===== src/rtl/inst_prefetch_buf_pkg.sv =====
// Shared CPU constants for the instruction prefetch stage.
package inst_prefetch_buf_pkg;
    localparam int unsigned XLEN        = 32;
    localparam int unsigned INSTR_BYTES = 4;
    localparam logic [XLEN-1:0] RESET_PC_DEFAULT = 32'h0000_0000;
    localparam logic [XLEN-1:0] NOP = 32'h0000_0000;
endpackage


===== src/rtl/inst_prefetch_buf_if.sv =====
// Memory-side req/gnt/rvalid bus plus fetch-side valid/ready bus of the prefetch stage.
interface inst_prefetch_buf_if #(
    parameter int unsigned AW = 32,
    parameter int unsigned DW = 32
);
    logic          imem_req;
    logic [AW-1:0] imem_addr;
    logic          imem_gnt;
    logic          imem_rvalid;
    logic [DW-1:0] imem_rdata;
    logic          ir_valid;
    logic [DW-1:0] ir_o;
    logic [AW-1:0] ir_pc;
    logic [AW-1:0] npc;
    logic          ir_ready;

    modport master (
        output imem_req, imem_addr, ir_valid, ir_o, ir_pc, npc,
        input  imem_gnt, imem_rvalid, imem_rdata, ir_ready
    );
    modport slave (
        input  imem_req, imem_addr, ir_valid, ir_o, ir_pc, npc,
        output imem_gnt, imem_rvalid, imem_rdata, ir_ready
    );
endinterface


===== src/rtl/inst_prefetch_buf_sync_fifo.sv =====
// First-word-fall-through synchronous FIFO with clear; dout shows the head entry.
module sync_fifo #(
    parameter int unsigned WIDTH = 8,
    parameter int unsigned DEPTH = 4
) (
    input  logic                       clk,
    input  logic                       rst,
    input  logic                       clear,
    input  logic                       push,
    input  logic                       pop,
    input  logic [WIDTH-1:0]           din,
    output logic [WIDTH-1:0]           dout,
    output logic                       full,
    output logic                       empty,
    output logic [$clog2(DEPTH):0]     count
);
    localparam int unsigned PW = $clog2(DEPTH);
    localparam int unsigned CW = PW + 1;

    logic [WIDTH-1:0] mem [DEPTH];
    logic [PW-1:0]    rd_ptr;
    logic [PW-1:0]    wr_ptr;
    logic             do_push;
    logic             do_pop;

    assign full    = (count == CW'(DEPTH));
    assign empty   = (count == '0);
    assign do_pop  = pop && !empty;
    assign do_push = push && (!full || do_pop);
    assign dout    = mem[rd_ptr];

    always_ff @(posedge clk) begin
        if (rst || clear) begin
            rd_ptr <= '0;
            wr_ptr <= '0;
            count  <= '0;
        end else begin
            if (do_push) wr_ptr <= wr_ptr + PW'(1);
            if (do_pop)  rd_ptr <= rd_ptr + PW'(1);
            count <= count + CW'(do_push) - CW'(do_pop);
        end
    end

    always_ff @(posedge clk) begin
        if (do_push && !(rst || clear)) mem[wr_ptr] <= din;
    end
endmodule


===== src/rtl/inst_prefetch_buf.sv =====
// Sequential instruction prefetcher: credit-limited memory reads, PC-tagged return
// queue presented to fetch, and redirect that flushes and drops in-flight words.
module inst_prefetch_buf
    import inst_prefetch_buf_pkg::*;
#(
    parameter int unsigned   DEPTH    = 4,
    parameter int unsigned   AW       = 32,
    parameter int unsigned   DW       = 32,
    parameter logic [AW-1:0] RESET_PC = AW'(RESET_PC_DEFAULT)
) (
    input  logic                 clk,
    input  logic                 rst,
    input  logic                 pc_update,
    input  logic [AW-1:0]        pc_new,
    inst_prefetch_buf_if.master  bus
);
    localparam int unsigned CW = $clog2(DEPTH) + 1;

    logic [AW-1:0] fetch_pc;
    logic [CW-1:0] outstanding;
    logic [CW-1:0] outstanding_next;
    logic [CW-1:0] drop;
    logic [CW:0]   credit_sum;
    logic          grant, ret, keep, pop_q;

    logic [AW-1:0] tag_pc;
    logic          tag_full, tag_empty;
    logic [CW-1:0] tag_count;
    logic [DW-1:0] q_data;
    logic [AW-1:0] q_pc;
    logic          q_full, q_empty;
    logic [CW-1:0] q_count;

    // Queued plus in-flight words may never exceed DEPTH, so returns always find room.
    assign credit_sum       = {1'b0, q_count} + {1'b0, outstanding};
    assign bus.imem_req     = !rst && !pc_update && (credit_sum < (CW+1)'(DEPTH));
    assign bus.imem_addr    = fetch_pc;
    assign grant            = bus.imem_req && bus.imem_gnt;
    assign ret              = bus.imem_rvalid;
    assign keep             = ret && !pc_update && (drop == '0);
    assign pop_q            = bus.ir_valid && bus.ir_ready && !pc_update;
    assign outstanding_next = outstanding + CW'(grant) - CW'(ret);

    sync_fifo #(.WIDTH(AW), .DEPTH(DEPTH)) u_tag_fifo (
        .clk   (clk),
        .rst   (rst),
        .clear (pc_update),
        .push  (grant),
        .pop   (keep),
        .din   (fetch_pc),
        .dout  (tag_pc),
        .full  (tag_full),
        .empty (tag_empty),
        .count (tag_count)
    );

    sync_fifo #(.WIDTH(DW + AW), .DEPTH(DEPTH)) u_data_fifo (
        .clk   (clk),
        .rst   (rst),
        .clear (pc_update),
        .push  (keep),
        .pop   (pop_q),
        .din   ({bus.imem_rdata, tag_pc}),
        .dout  ({q_data, q_pc}),
        .full  (q_full),
        .empty (q_empty),
        .count (q_count)
    );

    assign bus.ir_valid = !q_empty;
    assign bus.ir_o     = q_empty ? DW'(NOP) : q_data;
    assign bus.ir_pc    = q_empty ? '0 : q_pc;
    assign bus.npc      = bus.ir_pc + AW'(INSTR_BYTES);

    always_ff @(posedge clk) begin
        if (rst) begin
            fetch_pc    <= RESET_PC;
            outstanding <= '0;
            drop        <= '0;
        end else begin
            outstanding <= outstanding_next;
            if (pc_update) begin
                fetch_pc <= {pc_new[AW-1:2], 2'b00};
                // Every word still in flight after this edge predates the redirect.
                drop     <= outstanding_next;
            end else begin
                if (grant) fetch_pc <= fetch_pc + AW'(INSTR_BYTES);
                if (ret && drop != '0) drop <= drop - CW'(1);
            end
        end
    end

    a_rvalid_outstanding: assert property (@(posedge clk) disable iff (rst)
        ret |-> outstanding != '0);
    a_tag_consistent: assert property (@(posedge clk) disable iff (rst)
        tag_count == outstanding - drop);
    a_tag_room: assert property (@(posedge clk) disable iff (rst)
        grant |-> !tag_full);
    a_tag_present: assert property (@(posedge clk) disable iff (rst)
        keep |-> !tag_empty);
    a_queue_room: assert property (@(posedge clk) disable iff (rst)
        keep |-> (!q_full || pop_q));
endmodule


===== src/flat_wrapper.sv =====
// flat-port wrapper written by rule: the top's interface ports become plain ports
module inst_prefetch_buf_flat import inst_prefetch_buf_pkg::*;
#(
    parameter int unsigned   DEPTH    = 4,
    parameter int unsigned   AW       = 32,
    parameter int unsigned   DW       = 32,
    parameter logic [AW-1:0] RESET_PC = AW'(RESET_PC_DEFAULT)
)
  (clk, rst, pc_update, pc_new, bus_imem_req, bus_imem_addr, bus_ir_valid, bus_ir_o, bus_ir_pc, bus_npc, bus_imem_gnt, bus_imem_rvalid, bus_imem_rdata, bus_ir_ready);
  inst_prefetch_buf_if #(.AW(AW), .DW(DW)) bus_i ();
  input  logic clk;
  input  logic rst;
  input  logic pc_update;
  input  logic [AW-1:0] pc_new;
  output wire logic [$bits(bus_i.imem_req)-1:0] bus_imem_req;
  output wire logic [$bits(bus_i.imem_addr)-1:0] bus_imem_addr;
  output wire logic [$bits(bus_i.ir_valid)-1:0] bus_ir_valid;
  output wire logic [$bits(bus_i.ir_o)-1:0] bus_ir_o;
  output wire logic [$bits(bus_i.ir_pc)-1:0] bus_ir_pc;
  output wire logic [$bits(bus_i.npc)-1:0] bus_npc;
  input wire logic [$bits(bus_i.imem_gnt)-1:0] bus_imem_gnt;
  input wire logic [$bits(bus_i.imem_rvalid)-1:0] bus_imem_rvalid;
  input wire logic [$bits(bus_i.imem_rdata)-1:0] bus_imem_rdata;
  input wire logic [$bits(bus_i.ir_ready)-1:0] bus_ir_ready;
  assign bus_imem_req = bus_i.imem_req;
  assign bus_imem_addr = bus_i.imem_addr;
  assign bus_ir_valid = bus_i.ir_valid;
  assign bus_ir_o = bus_i.ir_o;
  assign bus_ir_pc = bus_i.ir_pc;
  assign bus_npc = bus_i.npc;
  assign bus_i.imem_gnt = bus_imem_gnt;
  assign bus_i.imem_rvalid = bus_imem_rvalid;
  assign bus_i.imem_rdata = bus_imem_rdata;
  assign bus_i.ir_ready = bus_ir_ready;
  inst_prefetch_buf #(.DEPTH(DEPTH), .AW(AW), .DW(DW), .RESET_PC(RESET_PC)) u_core (.clk(clk), .rst(rst), .pc_update(pc_update), .pc_new(pc_new), .bus(bus_i));
endmodule

===== config.mk =====
export PLATFORM = sky130hd
export DESIGN_NAME = inst_prefetch_buf_flat
export DESIGN_NICKNAME = d
export VERILOG_FILES = /design/src/rtl/inst_prefetch_buf_pkg.sv /design/src/rtl/inst_prefetch_buf_if.sv /design/src/rtl/inst_prefetch_buf_sync_fifo.sv /design/src/rtl/inst_prefetch_buf.sv /design/src/flat_wrapper.sv
export SDC_FILE = /design/constraint.sdc
export NUM_CORES = 1
export LEC_CHECK = 0
export BUFFER_PORTS_ARGS = -buffer_cell sky130_fd_sc_hd__buf_2
export CAP_MARGIN = 20
export CORE_AREA = 2 2 164 246
export DETAILED_ROUTE_END_ITERATION = 12
export DIE_AREA = 0 0 166 248
export PLACE_DENSITY = 0.64
export SLEW_MARGIN = 20
export SYNTH_ARGS = -nofsm -noshare
export SYNTH_HDL_FRONTEND = slang
export SYNTH_HIERARCHICAL = 1
export SYNTH_SLANG_ARGS = --single-unit

===== constraint.sdc =====
create_clock -name clk -period 3.5 [get_ports clk]
set_input_delay 0.7 -clock clk [delete_from_list [all_inputs] [get_ports clk]]
set_output_delay 0.7 -clock clk [all_outputs]
set_load 0.03 [all_outputs]

---- After elaboration in Yosys (flattened, before gate mapping) ----
Memories as Yosys holds them, arrays and structs flattened. A register that Yosys moved wholly into a read port is not among the register bits.
Cells that the tools add are included.
storage, ports and cells
  bits of input ports ..................... 70
  memories kept ........................... 2
  bits in writable memories ............... 384
  register bits ........................... 52
cells by class
  add/subtract/negate cells ............... 14
  equal/unequal tests ..................... 2
  $lt $le $gt $ge ......................... 1
  muxes and demuxes ....................... 14
  reductions and logical operators ........ 31
memories
  name                    depth  bits a word  rd ports  clocked after Yosys merged registers in  wr ports  RTL line                           source
  u_core.u_data_fifo.mem  4      64           1         1                                        1         inst_prefetch_buf_sync_fifo.sv:20  logic [WIDTH-1:0] mem [DEPTH];
  u_core.u_tag_fifo.mem   4      32           1         1                                        1         inst_prefetch_buf_sync_fifo.sv:20
operators by type and width
  kind                                                        number
  two-way mux 32 bit                                          4
  adder 32 x 3 -> 32 bit, second input constant               2
  logical AND 1 bit                                           14
  adder 3 x 1 -> 3 bit                                        3
  zero test 3 bit                                             3
  subtractor 3 x 1 -> 3 bit                                   3
  adder 2 x 1 -> 2 bit, second input constant                 4
  two-way mux 2 bit                                           4
  zero test 1 bit                                             7
  equality test 3 bit, second input constant                  2
  two-way mux 3 bit                                           2
  adder 3 x 3 -> 4 bit                                        1
  less-than comparator 4 x 3 -> 1 bit, second input constant  1
  two-way mux 1 bit                                           4
  nonzero test 2 bit                                          2
  logical OR 1 bit                                            3
  nonzero test 3 bit                                          1
  subtractor 3 x 1 -> 3 bit, second input constant            1
  OR reduction 2 bit                                          1

---- Depth between registers and ports, before layout ----
Gate-level depths: netlist of run 1.
  depth in word-level cells ............... 10
  depth in mapped cells ................... 13

---- By module ----
Netlist of run 1, hierarchy kept.
by module, submodules not included
  module                           area each (um^2)  seq. area each (um^2)  instances  cells an instance
  sync_fifo at u_core.u_data_fifo  9,785.6           7,867.5                1          381
  sync_fifo at u_core.u_tag_fifo   5,099.9           4,023.9                1          214
  inst_prefetch_buf                3,285.7           720.7                  1          445

---- Least setup slack after synthesis of run 1 ----
OpenSTA, ideal clock, no wires.
  path kind ............................... register to output
  start point ............................. register u_core.u_data_fifo.count[1]
  end point ............................... output bus_npc[30]
  required time ........................... 2.800 ns
  arrival time ............................ 3.712 ns
  slack ................................... -0.912 ns
  stages on the path, launching flop included .. 13
  cells stage by stage .................... dfxtp_1 > nor3_1 > buf_4 > clkbuf_1 > inv_1 > nand2_1 > inv_1 > ha_1 > nand3_2 > or4_4 > nor3_4 > nand4_1 > xnor2_1
between the ends
  word-level cells in the longest chain between the ends .. 3
RTL lines
  what                      RTL line                           source
  start, declared           inst_prefetch_buf_sync_fifo.sv:15  output logic [$clog2(DEPTH):0] count
  start signal, assigned    inst_prefetch_buf_sync_fifo.sv:40  count <= count + CW'(do_push) - CW'(do_pop);
  zero test 3 bit           inst_prefetch_buf_sync_fifo.sv:27  assign empty = (count == '0);
  named net u_core.q_empty  inst_prefetch_buf.sv:31            logic q_full, q_empty;
  two-way mux 32 bit        inst_prefetch_buf.sv:72            assign bus.ir_pc = q_empty ? '0 : q_pc;
  named net bus_ir_pc[2]    flat_wrapper.sv:19                 output wire logic [$bits(bus_i.ir_pc)-1:0] bus_ir_pc;
  adder 32 x 3 -> 32 bit    inst_prefetch_buf.sv:73            assign bus.npc = bus.ir_pc + AW'(INSTR_BYTES);
  end, declared             flat_wrapper.sv:20                 output wire logic [$bits(bus_i.npc)-1:0] bus_npc;
The timed path passes the listed nets, and every way through them passes these cells.

==> results of run 1 <==
==> metrics by stage <==
step	setup TNS (ns)	util, %	cells	instance area [um2]
final	-2.01	55.3	1817	21600
after global routing	-4.54	55.3	1817	21600
after CTS	-3.85	54.6	1801	21400
after detailed placement	0	51.0	1726	19900
after global placement	0	51.0	1726	19900
after floorplan	0	-	1048	18300
==> routing by layer <==
metal,global-route usage [%],up-vias
met5,0,-
met4,6.42,0
met3,2.60,63
met2,34.1,294
met1,22.1,5049
li1,-,4612
==> worst max-delay path, delay by kind of cell, from the launching register on <==
family | cells | cell delay (ns)
simple gates | 5 | 1.10
mux | 1 | 0.35
xor+xnor | 1 | 0.20
flops | 1 | 0.37
buf+inv | 2 | 0.31
fa+ha+maj | 1 | 0.17
==> worst min path at each step <==
stage / endpoint / slack (ns) / cells after the start
after CTS: u_core/u_data_fifo/mem[1][36]$_DFFE_PP_ / 0.34 / 1
after global placement: u_core/u_tag_fifo/wr_ptr[1]$_SDFFE_PP0P_ / 0.48 / 2
after detailed placement: u_core/u_data_fifo/wr_ptr[1]$_SDFFE_PP0P_ / 0.49 / 2
final: u_core/u_data_fifo/mem[1][54]$_DFFE_PP_ / 0.37 / 1
after global routing: u_core/u_data_fifo/mem[0][44]$_DFFE_PP_ / 0.36 / 1
after floorplan: u_core/u_data_fifo/wr_ptr[1]$_SDFFE_PP0P_ / 0.47 / 2
==> where the power goes <==
group / internal [mW] / total, mW / switching (mW)
Sequential: 5.73 / 5.82 / 0.0830
Combinational: 0.219 / 0.610 / 0.392
Clock: 2.47 / 4.28 / 1.81
Total: 8.42 / 10.7 / 2.28
==> state kept, by name, summed over array words and instances, names as in the netlist, named ones only <==
signal,cells
u_core/u_tag_fifo/rd_ptr,2
u_core/u_data_fifo/count,3
u_core/outstanding,3
u_core/u_data_fifo/mem,256
u_core/u_data_fifo/rd_ptr,2
u_core/bus.imem_addr,30
u_core/u_tag_fifo/wr_ptr,2
u_core/drop,3
u_core/u_data_fifo/wr_ptr,2
u_core/u_tag_fifo/count,3
u_core/u_tag_fifo/mem,128
==> cell usage in the layout, fill, tap and decap left out, drive strengths merged, types with 18 or more instances in the layout <==
master / count
edfxtp: 384
buf: 249
mux4: 96
nor2b: 62
clkbuf: 56
dfxtp: 54
nand2: 50
a21oi: 29
nor2: 27
nand4: 26
nor3: 24
inv: 23
nand3: 22
xnor2: 22
and3: 20
xor2: 19
ha: 18
==> area by class of cell <==
class	instances	area [um2]	area share (%)
Sequential cell	438	12600	58.4
Tap cell	500	626	2.89
Multi-Input combinational cell	535	5380	24.9
Clock inverter	16	158	0.729
Clock buffer	55	1120	5.18
Inverter	23	90.1	0.416
Timing Repair Buffer	250	1620	7.51
==> what timing repair did <==
item	in CTS	in global routing
pin swaps	5	13
resized for setup	35	28
buffers inserted	4	14
setup endpoints to repair	20	22
cloned	0	2
==> metrics, run 1 <==
outcome=finished, violations left; failing checks=setup timing; initial antenna violation count=0; post-DP HPWL=24.7 mm; Final Power=about 11 mW; root buf cell=clkbuf_16; Clock Pin Slew Worst Setup and Hold Paths=~0.060 ns; CP Class=flip-flop to output port; DRC=0; Pins Over Slew Limit=0; max incr delay on CP=about 0.47 ns; # nets final=about 1.4k; Setup crit end kind=output port; leakage power=7.57 nW; synthesized area=about 0.018 mm2; RSZ-0062 raised after global routing=true; f_max=approximately 0.27 GHz; total grt overflow=0; clock buffer depth=3; Slew @ Worst Pin=0.669 ns; setup ws final=-0.234 ns; Detailed Route Iter0 Violations=682; CTS sink count=roughly 440; WL met2=between 20 and 25 mm; height of the chip=between 200 and 250 um; H-Tree Depth=2; hold buffer count at cts=0; Setup WS pre-CTS=roughly 0.10 ns; DIE AREA=roughly 0.041 mm2; Rel. slew slack=approximately 55%; Layout fillers=just over 3k; P per Cell Area=495 mW/mm2; Tot GR Track Use=18.4%; Final Skew=between 0.01 and 0.015 ns; Tmin final=around 3.7 ns; core area=~0.039 mm2; CP arrival=a little over 3 ns; first-pass GRT wire length=58.7 mm; worst-skew pair later-pin latency=about 0.54 ns; synth warn=6; Crit Path Max Fanout=4; met1 wire length=between 10 and 15 mm; total number of vias=between 10k and 15k; number of diodes=0; worst reg2reg endpoint=u_core/u_tag_fifo/count[2]$_SDFF_PP0_; Final Wtd Congestion=between 0.8 and 0.9; largest net degree at the start of global routing=65; routed wire length=37.8 mm; MaxCap Viol Count=0; R2R Path Start=u_core/u_data_fifo/count[1]$_SDFF_PP0_; worst-case hold slack=0.374 ns; CP Data Required Time=approximately 2.8 ns; Horiz. Die Dim=166 um; syn_area_per_cell=around 17 um2; Initial Util=approximately 46%; class of the worst hold path=primary input to flip-flop; clock tree from TritonCTS=yes; Port Buffer Count=just under 200; Worst Setup EP=bus_npc[28]; r2r setup slk=between 0.6 and 0.7 ns; layout cells sized above 1=approximately 35%; hold path start=bus_imem_rdata[22]; WL per Instance=approximately 21 um; IO Count=200; Site Rows=89; r2r worst-path depth=11; final setup violation count=16; Critical Path Source Type=flip-flop; Via density=between 5 and 6; post-route ant nets=0; drt first pass iters=5; Area Growth Syn to Fin=19.1%; Synth Instances=roughly 1.0k; cts bufs inserted=41; met3 WL=between 1.5 and 2 mm; Hold Vio Cnt, Final=0; worst IR drop on VDD=roughly 350 uV; vias in the first global route=~10k; slowest CP cell=or4_4; Top Layer Used=met4; critical-path cell list=mux4_2 -> nor2b_4 -> ha_4 -> nand3_4 -> or4_4 -> nor3_4 -> buf_4 -> nand4_1 -> xnor2_4 -> buf_6; Final period util=107%
Note: power is estimated with default switching activity, not from simulation.
==> run 2: changes to the inputs <==
SETUP_SLACK_MARGIN = 0.15   (was default)
==> run 2 against run 1 <==
Effect of this change:
- the flow still finishes with violations (setup timing)
- cell count rose by 0.99%
- register-to-register slack improved by 0.16 ns
- count of clock-buffer cells in the layout rose by 6
- clock skew rose by 0.0028 ns
- non-clock buffer count rose by 13
- sequential share of layout area fell by 1.2 points
- clock power rose by 4.9%
==> metrics, run 2 (synthesis results as in run 1) <==
largest net degree at the start of global routing=57 (-12%); # placed instances=1728 (+0.12%); routed wire length=37.9 mm (+0.22%); Site Rows=89 (unchanged); P per Cell Area=495 mW/mm2 (about the same); Final Power=10.9 mW (+2.2%); Final period util=106% (-0.53 points); height of the chip=248 um (unchanged); layout cells sized above 1=36.6% (+2.1 points); critical-path cell list=mux4_2 -> nor2b_4 -> ha_4 -> nand3_4 -> or4_4 -> buf_4 -> buf_6 -> buf_6 -> nor2_4 -> xor2_2 -> buf_6; total grt overflow=0 (unchanged); post-route ant nets=0 (unchanged); Setup crit end kind=output port; Horiz. Die Dim=166 um (unchanged); CTS sink count=438 (unchanged); outcome=finished, violations left; Tmin final=3.72 ns (-0.0184 ns); clock tree from TritonCTS=yes; Detailed Route Iter0 Violations=580 (-15%); first-pass GRT wire length=57.8 mm (-1.5%); Layout Cells excl Fill=1835 (+0.99%); Final Skew=0.0140 ns (+0.00280 ns); fin util=56.5% (+1.1 points); f_max=0.269 GHz (+0.50%); worst-case hold slack=0.374 ns (-0.000364 ns); Post-Layout Inst Area=0.0221 mm2 (+2.1%); IO Count=200 (unchanged); drt first pass iters=5 (unchanged); Port Buffer Count=195 (unchanged); failing checks=setup timing; Via density=5.45 (-1.1%); CP Class=flip-flop to output port; core area=0.0391 mm2 (unchanged); DRC=0 (unchanged); total number of vias=10.0k (-0.17%); Final Wtd Congestion=0.870 (+1.1%); final setup violation count=17 (+1); worst IR drop on VDD=392 uV (+12%); WL per Instance=20.6 um (-0.76%); Area Growth Syn to Fin=21.5%; max incr delay on CP=0.47 ns (about the same); most frequent cells in the layout=384 x edfxtp_1, 173 x buf_2, 92 x mux4_2, 57 x nor2b_1; CP Data Required Time=2.80 ns (about the same); Most flops, register=u_core/u_data_fifo/mem; vias in the first global route=10.3k (-0.75%); Area after DPL=0.0201 mm2 (+0.70%); RSZ-0062 raised after global routing=true; clock buffer depth=3 (unchanged); Pins Over Slew Limit=0 (unchanged); CP most frequent cell=buf_6; Layout fillers=3092 (-0.097%); slowest CP cell=or4_4; Crit Path Max Fanout=5 (+1); cts bufs inserted=41 (unchanged); max reg flops=256 (unchanged); CP arrival=3.02 ns (about the same); Critical Path Source Type=flip-flop; setup ws final=-0.216 ns (+0.0184 ns); root buf cell=clkbuf_16; commonest non-fill, non-tap cell in the layout=edfxtp_1; worst-skew pair later-pin latency=0.54 ns (about the same); class of the worst hold path=primary input to flip-flop; leakage power=7.75 nW (+2.4%); DIE AREA=0.0412 mm2 (unchanged); initial antenna violation count=0 (unchanged); Setup WS pre-CTS=0.197 ns (+0.0971 ns); MaxCap Viol Count=0 (unchanged); number of diodes=0 (unchanged); Clock Pin Slew Worst Setup and Hold Paths=0.06 ns (about the same); # nets final=1393 (+0.94%); final setup TNS=-2.10 ns (-0.0924 ns); Initial Util=46.5% (unchanged); Hold Vio Cnt, Final=0 (unchanged); Tot GR Track Use=18.1% (-0.29 points); Slew @ Worst Pin=0.694 ns (+0.0246 ns); post-DP HPWL=24.8 mm (+0.48%); H-Tree Depth=2 (unchanged); Rel. slew slack=53.7% (-1.5 points); hold buffer count at cts=0 (unchanged)
==> run 2: changes by cell type in the layout (fill, tap and decap cells not counted), moves of 3 or more <==
cell	delta
nand3_4	+4
xnor2_4	+3
nand3_1	-4
buf_6	+11
clkbuf_8	+7
xnor2_1	-5
xor2_1	-4
xor2_2	+4
clkinv_1	-4
==> run 2: worst paths after layout <==
kind	from	endpoint	slack, ns	cells past startpoint
setup / recovery	flip-flop	bus_npc[14]	-0.22	11
hold reg to reg	u_core/u_tag_fifo/wr_ptr[0]$_SDFFE_PP0P_	u_core/u_tag_fifo/wr_ptr[0]$_SDFFE_PP0P_	0.50	2
setup reg to reg	u_core/u_data_fifo/count[1]$_SDFF_PP0_	u_core/u_data_fifo/count[2]$_SDFF_PP0_	0.84	11
hold / removal	bus_imem_rdata[20]	u_core/u_data_fifo/mem[2][52]$_DFFE_PP_	0.37	1
==> run 2: metal layers <==
metal	GRT usage [%]	up-vias	wire, um
li1	-	4632	-
met3	2.58	59	1620
met4	5.63	0	907
met5	0	-	0
met1	21.6	5009	14900
met2	34.1	301	20500
==> run 2: repair_timing <==
item	in CTS	in global routing
gates cloned	1	1
endpoints found under the setup margin	23	30
pin swaps	9	20
setup buffers	10	19
resized for setup	53	34
==> run 2: final cells by class <==
type | instances | area [um2] | area share [%]
Sequential cell | 438 | 12600 | 57.2
Timing Repair Buffer | 263 | 1820 | 8.22
Clock inverter | 15 | 213 | 0.963
Multi-Input combinational cell | 535 | 5540 | 25.1
Inverter | 23 | 90.1 | 0.408
Tap cell | 500 | 626 | 2.83
Clock buffer | 61 | 1170 | 5.30
==> run 2: power breakdown <==
part           switching (mW)  total [mW]  internal [mW]  leakage, nW
clock                    1.86        4.49           2.64        0.668
combinational           0.399       0.626          0.227         3.16
sequential             0.0824        5.81           5.73         3.92
total                    2.34        10.9           8.59         7.75
==> run 2: critical path, delay by kind of cell, from the launching register on <==
| family | cells | cell delay, ns |
|---|---|---|
| AND/OR/NAND/NOR | 4 | 0.81 |
| buffers and inverters | 4 | 0.54 |
| flip-flops | 1 | 0.38 |
| multiplexers | 1 | 0.36 |
| XOR/XNOR | 1 | 0.20 |
| adder cells (fa/ha/maj) | 1 | 0.18 |
